--- config.mk ---
export PLATFORM = sky130hd
export DESIGN_NAME = execute_stage
export DESIGN_NICKNAME = d
export VERILOG_FILES = /design/src/rtl/alu_pkg.sv /design/src/rtl/alu.sv /design/src/rtl/execute_stage.sv
export SDC_FILE = /design/constraint.sdc
export NUM_CORES = 1
export LEC_CHECK = 0
export ABC_CLOCK_PERIOD_IN_PS = 22200
export CELL_PAD_IN_SITES_DETAIL_PLACEMENT = 0
export CELL_PAD_IN_SITES_GLOBAL_PLACEMENT = 1
export CORE_ASPECT_RATIO = 0.6
export CORE_MARGIN = 3
export CORE_UTILIZATION = 39
export CTS_CLUSTER_DIAMETER = 100
export DETAILED_ROUTE_END_ITERATION = 10
export GPL_TIMING_DRIVEN = 0
export PLACE_DENSITY = 0.89
export SLEW_MARGIN = 40
export SYNTH_ARGS = -nofsm -noshare
export SYNTH_HDL_FRONTEND = slang
export SYNTH_HIERARCHICAL = 1
export SYNTH_SLANG_ARGS = --single-unit
export TNS_END_PERCENT = 10
--- constraint.sdc ---
create_clock -name clk -period 22.2 [get_ports clk]
set_input_delay 5.55 -clock clk [delete_from_list [all_inputs] [get_ports clk]]
set_output_delay 5.55 -clock clk [all_outputs]
set_load 0.03 [all_outputs]
--- src/rtl/alu_pkg.sv ---
// Shared ALU control encodings and writeback-select encodings, common to the
// ALU decoder and the execute stage.
package alu_pkg;

  localparam int ALU_CTRL_W   = 3;
  localparam int RESULT_SRC_W = 2;

  localparam logic [ALU_CTRL_W-1:0] ALU_ADD = 3'b000;
  localparam logic [ALU_CTRL_W-1:0] ALU_SUB = 3'b001;
  localparam logic [ALU_CTRL_W-1:0] ALU_AND = 3'b010;
  localparam logic [ALU_CTRL_W-1:0] ALU_OR  = 3'b011;
  localparam logic [ALU_CTRL_W-1:0] ALU_SLT = 3'b101;

  typedef enum logic [RESULT_SRC_W-1:0] {
    RES_ALU  = 2'b00,
    RES_MEM  = 2'b01,
    RES_PC4  = 2'b10,
    RES_RSVD = 2'b11
  } result_src_t;

endpackage

--- src/rtl/alu.sv ---
// Combinational XLEN-wide ALU: add/sub/and/or/slt, unused codes yield 0.
module alu
  import alu_pkg::*;
#(
  parameter int XLEN = 32
) (
  input  logic [XLEN-1:0]       a,
  input  logic [XLEN-1:0]       b,
  input  logic [ALU_CTRL_W-1:0] alu_control,
  output logic [XLEN-1:0]       result,
  output logic                  zero
);

  // Operation select; slt is a signed compare zero-extended to XLEN.
  always_comb begin
    result = '0;
    case (alu_control)
      ALU_ADD: result = a + b;
      ALU_SUB: result = a - b;
      ALU_AND: result = a & b;
      ALU_OR:  result = a | b;
      ALU_SLT: result = {{(XLEN-1){1'b0}}, ($signed(a) < $signed(b))};
      default: result = '0;
    endcase
  end

  assign zero = (result == '0);

endmodule

--- src/rtl/execute_stage.sv ---
// RISC-V execute stage: operand select, ALU, BEQ resolution and EX/MEM register.
// Optional operand forwarding from MEM/WB is enabled by defining FORWARDING_EN.
module execute_stage
  import alu_pkg::*;
#(
  parameter int XLEN       = 32,
  parameter int REG_ADDR_W = 5
) (
  input  logic                    clk,
  input  logic                    rst,
  input  logic                    stall_i,
  input  logic                    flush_i,
  input  logic                    ex_valid_i,
  input  logic [XLEN-1:0]         rd1_i,
  input  logic [XLEN-1:0]         rd2_i,
  input  logic [XLEN-1:0]         imm_i,
  input  logic [XLEN-1:0]         pc_i,
  input  logic [REG_ADDR_W-1:0]   rs1_addr_i,
  input  logic [REG_ADDR_W-1:0]   rs2_addr_i,
  input  logic [REG_ADDR_W-1:0]   rd_addr_i,
  input  logic [ALU_CTRL_W-1:0]   alu_control_i,
  input  logic                    alu_src_i,
  input  logic                    reg_write_i,
  input  logic                    mem_write_i,
  input  logic                    branch_i,
  input  logic [RESULT_SRC_W-1:0] result_src_i,
  input  logic [XLEN-1:0]         wb_result_i,
  input  logic [REG_ADDR_W-1:0]   wb_rd_addr_i,
  input  logic                    wb_reg_write_i,
  output logic                    mem_valid_o,
  output logic [XLEN-1:0]         mem_alu_result_o,
  output logic [XLEN-1:0]         mem_write_data_o,
  output logic [REG_ADDR_W-1:0]   mem_rd_addr_o,
  output logic                    mem_reg_write_o,
  output logic                    mem_mem_write_o,
  output logic [RESULT_SRC_W-1:0] mem_result_src_o,
  output logic                    pc_src_o,
  output logic [XLEN-1:0]         pc_target_o
);

  logic [XLEN-1:0] src_a;
  logic [XLEN-1:0] src_rs2;
  logic [XLEN-1:0] src_b;
  logic [XLEN-1:0] alu_result;
  logic            alu_zero;

`ifdef FORWARDING_EN
  // MEM-stage match wins over WB; x0 is never forwarded. Loads are stalled
  // upstream, so the MEM ALU result is forwarded whatever result_src says.
  function automatic logic [XLEN-1:0] fwd_select(
    input logic [REG_ADDR_W-1:0] rs_addr,
    input logic [XLEN-1:0]       rf_value,
    input logic                  m_valid,
    input logic                  m_reg_write,
    input logic [REG_ADDR_W-1:0] m_rd_addr,
    input logic [XLEN-1:0]       m_result,
    input logic                  w_reg_write,
    input logic [REG_ADDR_W-1:0] w_rd_addr,
    input logic [XLEN-1:0]       w_result
  );
    logic [XLEN-1:0] sel;
    sel = rf_value;
    if ((rs_addr != '0) && m_valid && m_reg_write && (m_rd_addr == rs_addr)) begin
      sel = m_result;
    end else if ((rs_addr != '0) && w_reg_write && (w_rd_addr == rs_addr)) begin
      sel = w_result;
    end else begin
      sel = rf_value;
    end
    return sel;
  endfunction

  // Forwarding muxes for both source operands.
  always_comb begin
    src_a   = fwd_select(rs1_addr_i, rd1_i, mem_valid_o, mem_reg_write_o,
                         mem_rd_addr_o, mem_alu_result_o,
                         wb_reg_write_i, wb_rd_addr_i, wb_result_i);
    src_rs2 = fwd_select(rs2_addr_i, rd2_i, mem_valid_o, mem_reg_write_o,
                         mem_rd_addr_o, mem_alu_result_o,
                         wb_reg_write_i, wb_rd_addr_i, wb_result_i);
  end
`else
  logic unused_fwd_inputs;

  assign src_a   = rd1_i;
  assign src_rs2 = rd2_i;
  assign unused_fwd_inputs = ^{rs1_addr_i, rs2_addr_i, wb_result_i,
                               wb_rd_addr_i, wb_reg_write_i};
`endif

  // Operand B select: immediate or (forwarded) rs2.
  always_comb begin
    src_b = src_rs2;
    if (alu_src_i) begin
      src_b = imm_i;
    end else begin
      src_b = src_rs2;
    end
  end

  alu #(
    .XLEN(XLEN)
  ) u_alu (
    .a          (src_a),
    .b          (src_b),
    .alu_control(alu_control_i),
    .result     (alu_result),
    .zero       (alu_zero)
  );

  assign pc_target_o = pc_i + imm_i;
  assign pc_src_o    = ex_valid_i & branch_i & alu_zero;

  // EX/MEM register: reset > flush (bubble, data held) > stall (hold) > load.
  always_ff @(posedge clk or posedge rst) begin
    if (rst) begin
      mem_valid_o      <= 1'b0;
      mem_alu_result_o <= '0;
      mem_write_data_o <= '0;
      mem_rd_addr_o    <= '0;
      mem_reg_write_o  <= 1'b0;
      mem_mem_write_o  <= 1'b0;
      mem_result_src_o <= '0;
    end else if (flush_i) begin
      mem_valid_o      <= 1'b0;
      mem_reg_write_o  <= 1'b0;
      mem_mem_write_o  <= 1'b0;
      mem_result_src_o <= '0;
    end else if (!stall_i) begin
      mem_valid_o      <= ex_valid_i;
      mem_alu_result_o <= alu_result;
      mem_write_data_o <= src_rs2;
      mem_rd_addr_o    <= rd_addr_i;
      mem_reg_write_o  <= ex_valid_i & reg_write_i;
      mem_mem_write_o  <= ex_valid_i & mem_write_i;
      mem_result_src_o <= ex_valid_i ? result_src_i : {RESULT_SRC_W{1'b0}};
    end
  end

endmodule
==> flow_summary_export.csv <==
group,metric,value,unit
detailed_routing,wl_per_cell,23.0,µm
logic_synthesis,async_flop_share,100,%
global_routing,grt_pass1_vias,10500,
global_routing,grt_pass1_wl,64500,µm
die,dieArea,28600,µm²
worst_hold_path,holdCritPathClass,"flip-flop to flip-flop",
die,dieHeight,132,µm
cts,cts_tree,"done",
setup_path,endpoint_kind,"output port",
setup_path,crit_fanout,10,
cts,htreeDepth,3,
run_status,status,"finished, final reports clean",
sta,fin_crit,17.47,ns
detailed_routing,drtAntennaViolNets,0,
logic_synthesis,synth_ff_type,"dfrtp_1",
logic_synthesis,synth_fp_nets,1606,
cts,cts_setup_buffers,0,
global_routing,track_usage,29.4,%
logic_synthesis,netlist_area,10300,µm²
setup_path,critical_path_class,"input port to output port",
global_routing,grt_util_met3,13.8,%
global_routing,grt_max_degree,46,
global_routing,gr-max-usage-layer,"met1",
sta,tns,0,ns
global_routing,use_met2,38.1,%
setup_path,crit_top_cell,"clkbuf_1",
logic_synthesis,yosysWarnings,6,
logic_synthesis,synth-edff-count,0,
cts,cts_inserted_buffers,9,
cts,cts_resized,0,
logic_synthesis,synth_top_area_share,17.9,%
cts,cts_hold_buf,0,
power_and_ir_drop,power-per-cell-area,58.1,nW/µm²
setup_path,start_kind,"input port",
setup_path,cp_num_buf_inv,5,
detailed_routing,firstDrtPassIters,6,
run,maxCapViolCount,0,
sta,finalHoldViolCount,0,
sta,tightestPinTransition,0.924,ns
setup_path,cp.required,16.65,ns
cells_and_area,drive_gt1_share,10.4,%
power_and_ir_drop,fin_total_pwr,791,µW
sta,rsz0062_at_grt,"no",
die,num_io_pins,302,
logic_synthesis,synth.distinct_cells,94,
sta,slew_headroom,37.4,%
cts,worstSkewPairLatency,0.37,ns
logic_synthesis,yosys.area.top_type,"dfrtp_1",
sta,period_share,78.7,%
setup_path,crit_family,"compound AO/OA/AOI/OAI gates",
detailed_routing,vias,11200,
cells_and_area,fill_cells,2507,
detailed_routing,drcViolationCount,0,
logic_synthesis,postSynthAreaPerCell,8.14,µm²
power_and_ir_drop,leakage,0.00581,µW
sta,setup_viol,0,
cts,cts_buffer_depth,2,
placed_design,place_congestion,0.982,
global_routing,grt_use_met1,44.2,%
sta,fmax,57.2,MHz
logic_synthesis,synth.area.top_cells,"dfrtp_1 (18%), ha_1 (17%), mux2_2 (11%)",
die,rows,45,
logic_synthesis,ys_seq_elements,74,
detailed_routing,wirelength,43400,µm
logic_synthesis,syn_inst,1270,
placed_design,port_buffers,251,
cells_and_area,nets,1869,
detailed_routing,drt_first_iter_violations,1146,
cells_and_area,areaGrowthSynthToFinish,31.7,%
setup_path,crit_chain,"clkbuf_1, buf_1, mux2_2, inv_1, ha_1, clkbuf_1, nand3_1, a2111oi_0, a22oi_1, a21oi_1, a31oi_1, xnor2_1, a221oi_1, o21ai_0, nor4_1, and4b_1, and3_1, clkdlybuf4s50_1",
placed_design,hpwl,36000,µm
global_routing,grt_overflow,0,
power_and_ir_drop,ir_drop,0.0000630,V
setup_path,crit_slowest_cell,"a21oi_1",
cts,clk_pin_slew_worst_paths,0.05,ns
cts,cts_sinks,74,
sta,fin_skew,0,ns
setup_path,cp_data_arrival_time,11.92,ns
sta,final_max_slew_viol_count,0,
setup_path,cp_slowest_stage_delay,0.70,ns
global_routing,antenna_found_initial,4,
die,die_x,216,µm
cts,cts_root_buf,"clkbuf_16",
detailed_routing,viasPerCell,5.94,
die,core,25700,µm²
die,start_util,40.3,%
logic_synthesis,yosysSeqAreaShare,17.9,%
## per-layer routing
metal / vias to the layer above / routed length (µm)
li1: 5175 / -
met1: 5320 / 20700
met2: 682 / 15900
met3: 34 / 6460
met4: 6 / 394
met5: - / 46
## final timing paths
kind                                 startpoint              endpoint  slack [ns]  cells past startpoint
max                                   alu_src_i              pc_src_o        4.73                     18
min                        mem_write_data_o[12]  mem_write_data_o[12]        0.50                      1
max reg2reg                mem_write_data_o[22]  mem_write_data_o[22]       21.39                      1
min reg2reg                mem_write_data_o[12]  mem_write_data_o[12]        0.50                      1
max in group asynchronous                   rst  mem_alu_result_o[29]       16.08                      3
min in group asynchronous                   rst   mem_write_data_o[6]        5.56                      2
## state kept, by name, summed over array words and instances (netlist names)
name,cells
mem_alu_result_o,32
mem_valid_o,1
mem_reg_write_o,1
mem_result_src_o,2
mem_mem_write_o,1
mem_write_data_o,32
mem_rd_addr_o,5
## cells in the final DEF, fill, tap and decap left out, types with 13 or more instances in the layout
| cell type | netlist | routed |
|---|---|---|
| a211oi_1 | 19 | 19 |
| a21o_1 | 26 | 26 |
| xor2_1 | 17 | 17 |
| nor3_1 | 25 | 25 |
| o211ai_1 | 17 | 17 |
| a21oi_1 | 100 | 100 |
| nand4_1 | 18 | 18 |
| mux2_2 | 103 | 103 |
| ha_1 | 138 | 138 |
| o21ai_0 | 52 | 52 |
| clkbuf_1 | 61 | 60 |
| a31oi_1 | 13 | 13 |
| xnor2_1 | 25 | 25 |
| nand2_1 | 65 | 65 |
| dfrtp_1 | 74 | 74 |
| nand2b_1 | 16 | 16 |
| nor2_1 | 111 | 110 |
| clkdlybuf4s50_1 | 0 | 251 |
| o31ai_1 | 14 | 14 |
| inv_1 | 108 | 107 |
| nand3_1 | 29 | 29 |
| nor2b_1 | 23 | 23 |
## metrics by stage
step           setup slack (ns)  area [µm²]  hold slack, ns  std cells  utilization, %
3_3_place_gp               5.02       13300           0.489       1873            51.8
5_1_grt                    4.50       13600           0.523       1888            53.0
2_1_floorplan              6.88       10300           0.700       1270               -
3_5_place_dp               5.13       13300           0.495       1874            51.9
4_1_cts                    5.10       13600           0.507       1888            53.0
6_report                   4.73       13600           0.504       1889            53.0
## cells in the mapped netlist (5+ instances only)
cell       instances
o21bai_1           8
o2bb2ai_1          5
a211oi_1          19
o22ai_1            7
o21ai_0           52
o21a_1             9
dfrtp_1           74
a221oi_1          10
inv_1            108
nor2b_1           23
a31oi_1           13
o2111ai_1          5
nand2b_1          16
o21ai_1            6
ha_1             138
nor2_1           111
a31o_2             7
nand3_1           29
a21oi_1          100
xor2_1            17
o211ai_1          17
o221ai_1           6
mux2_2           103
and3_1             8
clkbuf_1          61
xnor2_1           25
nor3_1            25
a221o_1            5
o31ai_1           14
or3_1              5
and2_1            10
a21o_1            26
nand2_1           65
nand4_1           18
nor4_1            10
o311ai_0           5
## cell type report
class | count | area, µm² | share of cell area, %
Sequential cell | 74 | 1850 | 13.6
Multi-Input combinational cell | 1021 | 7820 | 57.4
Antenna cell | 1 | 2.50 | 0.0184
Inverter | 108 | 410 | 3.01
Timing Repair Buffer | 252 | 2540 | 18.7
Tap cell | 352 | 440 | 3.23
Clock inverter | 5 | 57.6 | 0.423
Buffer | 67 | 268 | 1.97
Clock buffer | 9 | 225 | 1.65
## report_power, final
group	total [µW]	internal [µW]	switching, µW
Sequential	173	159	13.6
Clock	145	85.2	60.1
Combinational	473	190	283
Total	791	434	357
## cells by family after synthesis
kind of cell               share of synthesized area [%]
buffers and inverters                               6.50
DFF                                                 17.9
AOI/OAI and AO/OA                                   25.7
muxes                                               11.6
adders and majority gates                           17.3
and+or+nand+nor                                     17.4
xor gates and xnor gates                            3.56
Power figures use the tool's default switching activity.
